`src/rtl/riscv_pkg.sv`:
```
// ----------------------------------------------------------------------------
// riscv_pkg
// Shared definitions for the RV32I core front end.
//   XLEN          : address / data width
//   ILEN          : instruction width
//   fetch_entry_t : one buffered fetch result {pc, inst}
//   word_align()  : clears the byte-offset bits of an address
// ----------------------------------------------------------------------------
package riscv_pkg;

    localparam int XLEN = 32;
    localparam int ILEN = 32;

    typedef struct packed {
        logic [XLEN-1:0] pc;
        logic [ILEN-1:0] inst;
    } fetch_entry_t;

    // Force an address onto a word boundary. Masking (rather than slicing)
    // keeps every input bit referenced.
    function automatic logic [XLEN-1:0] word_align(input logic [XLEN-1:0] addr);
        return addr & {{(XLEN-2){1'b1}}, 2'b00};
    endfunction

endpackage

```
`src/rtl/fetch_fifo.sv`:
```
// ----------------------------------------------------------------------------
// fetch_fifo
// DEPTH-entry circular buffer of fetch_entry_t. The head entry and its valid
// flag are held in registers so the consumer sees register outputs only.
// A push into an empty buffer becomes visible on the following cycle.
// Ports:
//   clk, reset    : clock, synchronous active-low reset
//   flush         : drop all entries (priority over push/pop)
//   push/push_data: write one entry (caller ensures space, or a same-cycle pop)
//   pop           : retire the head (ignored when empty)
//   count         : number of stored entries
//   head_v/head   : registered head valid and entry
// ----------------------------------------------------------------------------
module fetch_fifo
    import riscv_pkg::*;
#(
    parameter  int DEPTH = 2,
    localparam int PTR_W = (DEPTH > 1) ? $clog2(DEPTH) : 1,
    localparam int CNT_W = $clog2(DEPTH + 1)
) (
    input  logic             clk,
    input  logic             reset,
    input  logic             flush,
    input  logic             push,
    input  fetch_entry_t     push_data,
    input  logic             pop,
    output logic [CNT_W-1:0] count,
    output logic             head_v,
    output fetch_entry_t     head
);

    fetch_entry_t     mem_r [DEPTH];
    logic [PTR_W-1:0] wr_ptr_r;
    logic [PTR_W-1:0] rd_ptr_r;
    logic [CNT_W-1:0] count_r;
    logic             head_v_r;
    fetch_entry_t     head_r;

    logic [PTR_W-1:0] wr_ptr_nxt_s;
    logic [PTR_W-1:0] rd_ptr_nxt_s;
    logic [CNT_W-1:0] count_nxt_s;
    logic             head_v_nxt_s;
    fetch_entry_t     head_nxt_s;
    logic             do_push_s;
    logic             do_pop_s;

    // Circular pointer increment that also works for non-power-of-two depths.
    function automatic logic [PTR_W-1:0] ptr_inc(input logic [PTR_W-1:0] p);
        if (p == PTR_W'(DEPTH - 1)) begin
            return '0;
        end else begin
            return p + PTR_W'(1);
        end
    endfunction

    // Next-state computation for pointers, occupancy and the registered head.
    always_comb begin
        wr_ptr_nxt_s = wr_ptr_r;
        rd_ptr_nxt_s = rd_ptr_r;
        count_nxt_s  = count_r;
        head_v_nxt_s = 1'b0;
        head_nxt_s   = '0;

        do_pop_s  = pop && head_v_r;
        do_push_s = push && ((count_r != CNT_W'(DEPTH)) || do_pop_s);

        if (do_push_s) begin
            wr_ptr_nxt_s = ptr_inc(wr_ptr_r);
        end else begin
            wr_ptr_nxt_s = wr_ptr_r;
        end

        if (do_pop_s) begin
            rd_ptr_nxt_s = ptr_inc(rd_ptr_r);
        end else begin
            rd_ptr_nxt_s = rd_ptr_r;
        end

        case ({do_push_s, do_pop_s})
            2'b10:   count_nxt_s = count_r + CNT_W'(1);
            2'b01:   count_nxt_s = count_r - CNT_W'(1);
            default: count_nxt_s = count_r;
        endcase

        // The new head is either already stored, or it is the entry being
        // written this cycle (only when the buffer drains down to it).
        if (count_nxt_s == CNT_W'(0)) begin
            head_v_nxt_s = 1'b0;
            head_nxt_s   = '0;
        end else if (do_push_s && (rd_ptr_nxt_s == wr_ptr_r)) begin
            head_v_nxt_s = 1'b1;
            head_nxt_s   = push_data;
        end else begin
            head_v_nxt_s = 1'b1;
            head_nxt_s   = mem_r[rd_ptr_nxt_s];
        end
    end

    // Entry storage; stale contents are harmless because the pointers decide
    // what is live.
    always_ff @(posedge clk) begin
        if (do_push_s) begin
            mem_r[wr_ptr_r] <= push_data;
        end
    end

    // Pointer, occupancy and head registers.
    always_ff @(posedge clk) begin
        if (!reset) begin
            wr_ptr_r <= '0;
            rd_ptr_r <= '0;
            count_r  <= '0;
            head_v_r <= 1'b0;
            head_r   <= '0;
        end else if (flush) begin
            wr_ptr_r <= '0;
            rd_ptr_r <= '0;
            count_r  <= '0;
            head_v_r <= 1'b0;
            head_r   <= '0;
        end else begin
            wr_ptr_r <= wr_ptr_nxt_s;
            rd_ptr_r <= rd_ptr_nxt_s;
            count_r  <= count_nxt_s;
            head_v_r <= head_v_nxt_s;
            head_r   <= head_nxt_s;
        end
    end

    assign count  = count_r;
    assign head_v = head_v_r;
    assign head   = head_r;

endmodule

```
`src/rtl/fetch_queue.sv`:
```
// ----------------------------------------------------------------------------
// fetch_queue
// Instruction fetch stage: owns the fetch PC, issues word reads to the ITCM
// (fixed one-cycle read latency, always ready) and buffers returned words in
// fetch_fifo for the execution stage. A redirect from execution flushes both
// the buffer and any in-flight read.
// Ports:
//   clk, reset           : clock, synchronous active-low reset
//   reset_pc             : first fetch address after reset
//   imem_req/imem_addr   : ITCM read request and word address
//   imem_rdata           : ITCM read data, one cycle after imem_req
//   inst_v_i/pc_i/inst_i : head of the queue towards execution
//   inst_rdy             : execution accepts the head
//   pc_v_x/pc_x          : redirect request and target from execution
// ----------------------------------------------------------------------------
module fetch_queue #(
    parameter int DEPTH = 2,
    parameter int XLEN  = 32
) (
    input  logic            clk,
    input  logic            reset,
    input  logic [XLEN-1:0] reset_pc,
    output logic            imem_req,
    output logic [XLEN-1:0] imem_addr,
    input  logic [XLEN-1:0] imem_rdata,
    output logic            inst_v_i,
    output logic [XLEN-1:0] pc_i,
    output logic [XLEN-1:0] inst_i,
    input  logic            inst_rdy,
    input  logic            pc_v_x,
    input  logic [XLEN-1:0] pc_x
);

    import riscv_pkg::*;

    // XLEN must match riscv_pkg::XLEN since the buffered entry type uses it.
    localparam int CNT_W = $clog2(DEPTH + 1);

    logic [XLEN-1:0]  fetch_pc_r;
    logic [XLEN-1:0]  inflight_pc_r;
    logic             inflight_r;

    logic [CNT_W-1:0] count_s;
    logic [CNT_W:0]   occupancy_s;
    logic             pop_s;
    logic             push_s;
    logic             issue_s;
    logic             head_v_s;
    fetch_entry_t     head_s;
    fetch_entry_t     push_entry_s;

    // Issue/push decisions. Occupancy counts buffered entries plus the read in
    // flight, minus the entry leaving this cycle, so a full queue can keep
    // fetching at one word per cycle while execution drains it.
    always_comb begin
        pop_s       = head_v_s && inst_rdy;
        occupancy_s = {1'b0, count_s}
                    + {{CNT_W{1'b0}}, inflight_r}
                    - {{CNT_W{1'b0}}, pop_s};

        if (reset && !pc_v_x && (occupancy_s < (CNT_W + 1)'(DEPTH))) begin
            issue_s = 1'b1;
        end else begin
            issue_s = 1'b0;
        end

        // A response racing a redirect or a reset is dropped.
        if (reset && !pc_v_x && inflight_r) begin
            push_s = 1'b1;
        end else begin
            push_s = 1'b0;
        end

        push_entry_s.pc   = inflight_pc_r;
        push_entry_s.inst = imem_rdata;
    end

    // Fetch PC and in-flight tracking; redirect wins over normal issue.
    always_ff @(posedge clk) begin
        if (!reset) begin
            fetch_pc_r    <= word_align(reset_pc);
            inflight_r    <= 1'b0;
            inflight_pc_r <= '0;
        end else if (pc_v_x) begin
            fetch_pc_r    <= word_align(pc_x);
            inflight_r    <= 1'b0;
            inflight_pc_r <= inflight_pc_r;
        end else if (issue_s) begin
            // Natural wrap modulo 2^XLEN.
            fetch_pc_r    <= fetch_pc_r + XLEN'(4);
            inflight_r    <= 1'b1;
            inflight_pc_r <= fetch_pc_r;
        end else begin
            fetch_pc_r    <= fetch_pc_r;
            inflight_r    <= 1'b0;
            inflight_pc_r <= inflight_pc_r;
        end
    end

    fetch_fifo #(
        .DEPTH (DEPTH)
    ) u_fifo (
        .clk       (clk),
        .reset     (reset),
        .flush     (pc_v_x),
        .push      (push_s),
        .push_data (push_entry_s),
        .pop       (pop_s),
        .count     (count_s),
        .head_v    (head_v_s),
        .head      (head_s)
    );

    assign imem_req  = issue_s;
    assign imem_addr = fetch_pc_r;
    assign inst_v_i  = head_v_s;
    assign pc_i      = head_s.pc;
    assign inst_i    = head_s.inst;

endmodule

```
`config.mk`:
```
export PLATFORM = sky130hd
export DESIGN_NAME = fetch_queue
export DESIGN_NICKNAME = d
export VERILOG_FILES = /design/src/rtl/riscv_pkg.sv /design/src/rtl/fetch_fifo.sv /design/src/rtl/fetch_queue.sv
export SDC_FILE = /design/constraint.sdc
export NUM_CORES = 1
export LEC_CHECK = 0
export BUFFER_PORTS_ARGS = -buffer_cell sky130_fd_sc_hd__buf_4
export CAP_MARGIN = 20
export CORE_MARGIN = 1
export CORE_UTILIZATION = 40
export CTS_BUF_LIST = sky130_fd_sc_hd__clkbuf_8
export DETAILED_ROUTE_END_ITERATION = 10
export HOLD_SLACK_MARGIN = 0.12
export PLACE_DENSITY = 0.62
export SLEW_MARGIN = 15
export SYNTH_ARGS = -nofsm -noshare
export SYNTH_HDL_FRONTEND = slang
export SYNTH_HIERARCHICAL = 1
export SYNTH_SLANG_ARGS = --single-unit
export TNS_END_PERCENT = 1
```
`constraint.sdc`:
```
create_clock -name clk -period 4.55 [get_ports clk]
set_input_delay 0.6825 -clock clk [delete_from_list [all_inputs] [get_ports clk]]
set_output_delay 0.6825 -clock clk [all_outputs]
set_load 0.01 [all_outputs]
```
Word level (Yosys, flattened, before mapping)
Memories as Yosys holds them, arrays and structs flattened. A register that Yosys moved wholly into a read port is not among the register bits.
Cells that the tools add are included.
- register bits after elaboration: 70
- bits in latches: 0
- memory bits (writable): 128
- memory bits (read-only): 0
- input bits: 100
- output and inout bits: 98
- word-level logic and storage cells: 48
- memories: 1
- memory list (memory ; words ; width ; rd ports ; clocked after memory_dff ; wr ports ; line ; text):
    u_fifo.mem_r ; 2 ; 64 ; 1 ; 1 ; 1 ; fetch_fifo.sv:32 ; fetch_entry_t mem_r [DEPTH];
- add/sub/neg operators: 7
- $mul: 0
- div/mod/pow operators: 0
- order comparisons: 1
- equality and inequality tests: 4
- shift-type cells: 0
- multiplexer cells: 13
- bitwise logic cells: 2
- reductions and logical operators: 12
- operators by type and width (operator ; number):
    $mux 32 ; 3
    $add 32x3->32 const B ; 1
    $mux 1 ; 9
    $logic_and 1x1->1 ; 6
    $pmux 2 s2 ; 1
    $add 2x1->3 ; 1
    $lt 3x2->1 const B ; 1
    $ne 3x1->1 const B ; 1
    $reduce_or 3->1 ; 1
    $sub 3x1->3 ; 1
    $add 1x1->1 const B ; 2
    $add 2x1->2 const B ; 1
    $eq 2x1->1 const B ; 1
    $eq 2x2->1 const B ; 1
    $logic_not 2->1 ; 1
    $ne 2x2->1 const B ; 1
    $not 1->1 ; 2
    $reduce_and 2->1 ; 1
    $reduce_or 2->1 ; 1
    $sub 2x1->2 const B ; 1
    $logic_not 1->1 ; 1
    $logic_or 1x1->1 ; 1

Depth between registers and ports, before layout
Gate-level depths: netlist of run 1.
- depth after elaboration: 9
- depth in mapped cells: 10
- mapped depth without buffers: 9

By module
Netlist of run 1, hierarchy kept.
- by module, submodules not included (module ; instances ; cells each ; area each (um^2) ; sequential area each (um^2)):
    fetch_fifo ; 1 ; 534 ; 7482.2 ; 5225.0
    fetch_queue ; 1 ; 345 ; 3201.8 ; 1521.5

Worst setup path after synthesis of run 1
Ideal clock, no wire load.
- kind: input port to flip-flop
- start: input reset
- end: memory u_fifo/mem_r[1][0] (netlist bit), enable pin
- setup time: 0.454 ns
- arrival: 3.571 ns
- data required time: 4.096 ns
- setup slack: 0.526 ns
- stages: 7
- buffers on the path: 4
- cells stage by stage: buf_6 clkbuf_1 and3_1 buf_2 nand2_1 a31oi_1 clkbuf_1
- longest elaborated chain between the ends: 6
- RTL lines (item ; line ; text):
    start: declaration ; fetch_queue.sv:21 ; input logic reset,
    $logic_and 1x1->1 (2 in series) ; fetch_queue.sv:68 ; if (reset && !pc_v_x && inflight_r) begin
    $mux 1 ; fetch_queue.sv:68 ;
    named net push_s ; fetch_queue.sv:46 ; logic push_s;
    $logic_and 1x1->1 ; fetch_fifo.sv:65 ; do_push_s = push && ((count_r != CNT_W'(DEPTH)) || do_pop_s);
    $mux 1 ; fetch_fifo.sv:102 ; if (do_push_s) begin
    $mux 1 (not written as such) ; fetch_fifo.sv:103 ; mem_r[wr_ptr_r] <= push_data;
    end: declaration ; fetch_fifo.sv:32 ;
The timed path passes the listed nets, and every way through them passes these cells.

Worst setup path after layout of run 1
- start: register u_fifo.count_r[0], in the netlist u_fifo/count[0]
- end: output imem_req
- longest elaborated chain between the ends: 5
- RTL lines (item ; line ; text):
    start: declaration ; fetch_fifo.sv:35 ; logic [CNT_W-1:0] count_r;
    start signal: assignment ; fetch_fifo.sv:124 ; count_r <= count_nxt_s;
    $add 2x1->3 ; fetch_queue.sv:58 ; + {{CNT_W{1'b0}}, inflight_r}
    $sub 3x1->3 ; fetch_queue.sv:59 ; - {{CNT_W{1'b0}}, pop_s};
    $lt 3x2->1 ; fetch_queue.sv:61 ; if (reset && !pc_v_x && (occupancy_s < (CNT_W + 1)'(DEPTH))) begin
    $logic_and 1x1->1 ; fetch_queue.sv:61 ;
    $mux 1 ; fetch_queue.sv:61 ;
    end: declaration ; fetch_queue.sv:23 ; output logic imem_req,
Every way passes these cells.

==> results.md, run 1 <==
- Status: finished with violations
- Failing checks: DRC
- Post-CTS Resized: 0
- Ys async rst share: 0%
- Post-route setup TNS: 0 ns
- Post-synth top cells: nor3_1, edfxtp_1, dfxtp_1
- Post-route DRC: 20
- Initial antenna violation count: 0
- Layout area overhead: 24.3%
- Most frequent cell after synthesis: nor3_1
- Initial core utilization: 40.9%
- Synth area leaders: edfxtp_1, dfxtp_1, nor3_1
- Largest net degree at the start of global routing: 64
- Startpoint types: flip-flop
- Main flop type after synthesis: edfxtp_1
- Hold WS: 0.332 ns
- CTS Hold Buffers Added: 0
- Num CTS Buffers: 44
- Crit Path Class: reg2out
- LEAKAGE: 4.83 nW
- Worst Max-Slew Pin Slew: 0.745 ns
- GPL Wtd Cong: 0.773
- Relative slew slack: 50.1%
- Row count: 59
- H-tree depth: 2
- N_diodes: 0
- Max Cap Viol: 0
- Share of the synthesized area in the top cell type: 44.4%
- Global-route wire length before repair: 40.4 mm
- All-Layer GR Usage: 18.8%
- Vias: 7619
- Period utilisation layout: 72.1%
- Worst Hold Path Cells: 1
- Worst R2R Path Depth: 9
- Yosys cell types: 53
- CP Capture Type: primary output
- # port buffers: 191
- Die height: 165 um
- Clock latency on the worst-skew pair: 0.54 ns
- #FFs+latches synth: 258
- Die ar.: 27400 sq um
- Dpl cells: 1356
- DR iter-0 viols: 553
- Pwr dens: 383 nW/um^2
- TritonCTS clock tree: done
- Final non-filler cell total: 1437
- Finished Core Util: 50.8%
- M2 GR Usage: 29.4%
- Total Power: 0.00508 W
- Post-synth EDFFs: 158
- Worst-case clock buffer depth: 3
- Seq/Total Area, Yosys: 63.1%
- Cell count after synthesis: 879
- Crit path max fanout: 9
- Nets: 1170
- CORE AREA: 26100 sq um
- R2R Setup Slk: 1.86 ns
- Post-route ant nets: 0
- Worst Hold Endpoint: u_fifo/mem_r[1][31]$_DFFE_PP_
- Hold Path Origin: imem_rdata[31]
- Met3 Track Usage GR: 4.12%
- Mapped Area: 10700 sq um
- Vias/cell: 5.30
- Num ports: 198
- Share of layout cells above drive strength 1: 31.9%
- Ys Warns: 6
- Clk slew on worst S/H paths: 0.06 ns
- Vias in the first global route: 7535
- Placed wire-length estimate: 15.4 mm
- RSZ-0062 raised after global routing: false
- Max Clk Rate: 305 MHz
- Post-CTS Setup Inserts: 0
- Clock period minus final worst setup slack: 3.28 ns
- Num Clock Sinks: 258
- Post-synth top area cell: edfxtp_1
- Root Buffer: clkbuf_8
- Worst r2r dst: inflight_pc_r[16]$_SDFFE_PN0P_
- Worst hold path class: in2reg
- Final Hold Vio Count: 0
- Setup violators final: 0
- Die width: 165 um
- DRT Pass-1 Iters: 7
- Worst EP required: 3.87 ns
- GRT busiest layer: met2
- Clock Skew: 0.0193 ns
- M1 GR Usage: 26.3%
- Syn_area_per_cell: 12.2 sq um
- Total grt overflow: 0
- Max-slew violations: 0
- Routed wire length: 25.4 mm
- Crit path DAT: 2.60 ns
- Critical R2R Launch: u_fifo/count[0]$_SDFF_PP0_
- Wirelength per Cell: 17.7 um
- Worst ir drop on vdd: 0.174 mV
## kinds of logic (layout without fill, tap and decap cells)
logic type | Yosys count | after routing | synth area share, %
other cells | 1 | 8 | 0.0351
buf+inv | 79 | 295 | 4.27
fa+ha+maj | 3 | 3 | 0.422
mux | 6 | 6 | 0.609
xor+xnor | 32 | 32 | 2.93
flops | 258 | 258 | 63.1
compound gates | 93 | 93 | 5.45
simple gates | 407 | 407 | 23.1
## flip-flops by register name, summed over array words and instances, names as in the netlist
register,cells
imem_addr,30
inflight_pc_r,30
inflight_r,1
u_fifo/count,2
u_fifo/head,64
u_fifo/head_v,1
u_fifo/mem_r,128
u_fifo/rd_ptr_r,1
u_fifo/wr_ptr_r,1
## cell usage in the layout (no fill, tap or decap), drive strengths merged, types with 8 or more instances in the layout
cell type,n
a22oi,13
and3,8
buf,206
clkbuf,56
conb,8
dfxtp,100
edfxtp,158
inv,26
nand2,76
nand3,11
nand4,13
nor2,23
nor3,197
nor4,67
o21ai,54
xnor2,18
xor2,13
## layout make-up
type / instances / area (sq um)
Inverter: 8 / 30.0
Multi-Input combinational cell: 549 / 3570
Timing Repair Buffer: 206 / 1610
Sequential cell: 258 / 6750
Fill cell: 2377 / 12800
Clock inverter: 25 / 140
Clock buffer: 56 / 771
Tap cell: 335 / 419
## report_power, final
part,switching (W),internal [W],total [W]
clock,0.000919,0.00117,0.00209
sequential,0.0000918,0.00257,0.00266
combinational,0.000169,0.000168,0.000337
## per-layer routing
metal | wire (um) | up-vias
li1 | - | 3680
met1 | 11400 | 3650
met2 | 11800 | 254
met3 | 1860 | 35
met4 | 381 | 0
met5 | 0 | -
## per-stage QoR
| step | instance area, sq um | setup slack (ns) |
|---|---|---|
| 6_report | 13300 | 1.27 |
| 5_1_grt | 13300 | 1.08 |
| 4_1_cts | 13300 | 1.23 |
| 3_5_place_dp | 12400 | 1.27 |
| 3_3_place_gp | 12400 | 1.27 |
| 2_1_floorplan | 10700 | 0.526 |
## how the worst max path moves through the flow
stage | startpoint | end | cells past startpoint
4_1_cts | u_fifo/count[0]$_SDFF_PP0_ | imem_req | 8
2_1_floorplan | reset | u_fifo/mem_r[1][0]$_DFFE_PP_ | 7
3_3_place_gp | reset | u_fifo/head[9]$_SDFF_PP0_ | 7
6_report | u_fifo/count[0]$_SDFF_PP0_ | imem_req | 8
5_1_grt | u_fifo/count[0]$_SDFF_PP0_ | imem_req | 8
3_5_place_dp | reset | u_fifo/head[4]$_SDFF_PP0_ | 7
## worst max-delay path, cell delays in order, from the launching register on
cell and delay (ns):
dfxtp_1 0.56, inv_1 0.08, ha_1 0.29, nand2b_1 0.16, fa_1 0.38, xnor2_1 0.17
nand2_1 0.14, nor2_4 0.14, buf_4 0.15
(Power assumes the default switching activity.)
==> run 2: changes to the inputs <==
Settings changed: PLACE_DENSITY 0.62 to 0.64.
Clock period 4.55 ns to 2.65 ns, I/O delays scaled along.
==> results.md, run 2 (synthesized netlist as in run 1, its figures left out) <==
- Met3 Track Usage GR: 3.95% (-0.17 points)
- Failing checks: DRC
- Vias in the first global route: 7888 (+4.7%)
- Num ports: 198 (unchanged)
- Pwr dens: 633 nW/um^2 (+65%)
- Row count: 59 (unchanged)
- Total grt overflow: 0 (unchanged)
- Die height: 165 um (unchanged)
- Hold Path Origin: reset_pc[8]
- Root Buffer: clkbuf_8
- TritonCTS clock tree: done
- DRT Pass-1 Iters: 7 (unchanged)
- M1 GR Usage: 25.6% (-0.68 points)
- Nets: 1241 (+6.1%)
- Largest register by flop count: u_fifo/mem_r
- LEAKAGE: 5.19 nW (+7.5%)
- Num CTS Buffers: 44 (unchanged)
- CP Capture Type: primary output
- Worst Max-Slew Pin Slew: 1.02 ns (+0.271 ns)
- Relative slew slack: 32.2% (-18 points)
- Placed wire-length estimate: 16.1 mm (+4.6%)
- Post-route DRC: 22 (+10%)
- R2R Setup Slk: 0.28 ns (-1.58 ns)
- Max Cap Viol: 0 (unchanged)
- Crit path DAT: 2.21 ns (-0.39 ns)
- Crit Path Class: reg2out
- Crit path max fanout: 2 (-7)
- Status: finished with violations
- M2 GR Usage: 30.5% (+1.1 points)
- Vias/cell: 5.26 (-0.77%)
- CORE AREA: 26100 sq um (unchanged)
- Largest net degree at the start of global routing: 52 (-19%)
- Worst ir drop on vdd: 0.329 mV (+89%)
- Routed wire length: 26.1 mm (+2.7%)
- Clock Skew: 0.0243 ns (+0.00505 ns)
- All-Layer GR Usage: 19.0% (+0.19 points)
- Die width: 165 um (unchanged)
- Clock latency on the worst-skew pair: 0.55 ns (about the same)
- Share of layout cells above drive strength 1: 33.0% (+1.1 points)
- Wirelength per Cell: 17.3 um (-2.2%)
- Worst-case clock buffer depth: 3 (unchanged)
- Layout area overhead: 31.8%
- # port buffers: 191 (unchanged)
- Finished Core Util: 53.9% (+3.1 points)
- Most common cell after layout, fill and taps aside: buf_4
- Worst hold path class: in2reg
- Startpoint types: flip-flop
- Setup violators final: 0 (unchanged)
- Critical R2R Launch: imem_addr[7]$_DFFE_PP_
- Hold WS: 0.150 ns (-0.182 ns)
- CP startpoint: u_fifo/head_v$_SDFF_PP0_
- GPL Wtd Cong: 0.766 (-0.96%)
- GRT busiest layer: met2
- Final Hold Vio Count: 0 (unchanged)
- Global-route wire length before repair: 41.0 mm (+1.4%)
- Initial core utilization: 40.9% (unchanged)
- Period utilisation layout: 98.5%
- Post-route ant nets: 0 (unchanged)
- Num Clock Sinks: 258 (unchanged)
- DR iter-0 viols: 501 (-9.4%)
- Total Power: 0.00892 W (+75%)
- Worst EP required: 2.25 ns (-1.62 ns)
- Clock period minus final worst setup slack: 2.61 ns
- Max-slew violations: 0 (unchanged)
- Die ar.: 27400 sq um (unchanged)
- H-tree depth: 2 (unchanged)
- Max reg flops: 128 (unchanged)
- N_diodes: 0 (unchanged)
- Max Clk Rate: 383 MHz
- Most frequent cells in the layout: buf_4, nor3_1, edfxtp_1
- Vias: 7939 (+4.2%)
- Initial antenna violation count: 0 (unchanged)
- Clk slew on worst S/H paths: 0.06 ns (about the same)
- RSZ-0062 raised after global routing: true
==> run 2: cell count changes in the layout (fill, tap and decap cells not counted), moves of 2 or more <==
cell           previous run  this run
buf_12                    5        14
buf_4                   201       222
bufinv_16                 1         4
clkbuf_8                 56        50
clkinv_1                  2         6
clkinv_2                  4         6
clkinvlp_4                0         2
dlygate4sd3_1             0        40
inv_1                    23        21
inv_8                     2         0
==> run 2: report_power, final <==
group          internal, W  leakage, nW  switching (W)
logic             0.000352         2.38       0.000313
registers          0.00440         2.28       0.000155
clock network      0.00212        0.528        0.00157
==> run 2: area by class of cell <==
type	instances	area [sq um]
Fill cell	2261	12000
Sequential cell	258	6750
Multi-Input combinational cell	549	3600
Timing Repair Buffer	277	2360
Clock buffer	50	688
Tap cell	335	419
Clock inverter	32	240
Inverter	8	30.0
==> run 2: what timing repair did <==
action,4_1_cts,5_1_grt
hold endpoints to repair,70,0
hold buffers,40,0
gates resized for setup,9,0
setup endpoints to repair,1,1
pin swaps,5,2
buffers inserted,4,2
==> run 2: per-layer routing <==
metal	wire, um	vias up	share of wire, %
li1	-	3825	-
met1	11700	3831	45
met2	12200	231	47
met3	1600	52	6.1
met4	607	0	2.3
met5	0	-	0
==> run 2: worst max-delay path, stage by stage (launching register included) <==
cell      delay (ns)
dfxtp_4         0.34
and2_4          0.15
ha_4            0.21
nand2b_4        0.14
fa_2            0.54
nand2_2         0.07
nor2_4          0.12
buf_6           0.12
==> run 2: worst paths after layout <==
| kind | cells past startpoint | to |
|---|---|---|
| worst min register to register | 0 | u_fifo/mem_r[1][50]$_DFFE_PP_ |
| worst max-delay path | 7 | imem_req |
| worst max register to register | 6 | imem_addr[11]$_DFFE_PP_ |
| worst min-delay path | 2 | imem_addr[8]$_DFFE_PP_ |
==> run 2: stage by stage <==
step / worst slack, ns / instance area [sq um] / std cells / TNS [ns]
2_1_floorplan: -0.00360 / 10700 / 886 / -0.108
3_3_place_gp: 0.154 / 12700 / 1381 / 0
3_5_place_dp: 0.149 / 12700 / 1381 / 0
4_1_cts: -0.0323 / 14100 / 1507 / -0.0323
5_1_grt: -0.0340 / 14100 / 1509 / -0.0340
6_report: 0.0402 / 14100 / 1509 / 0
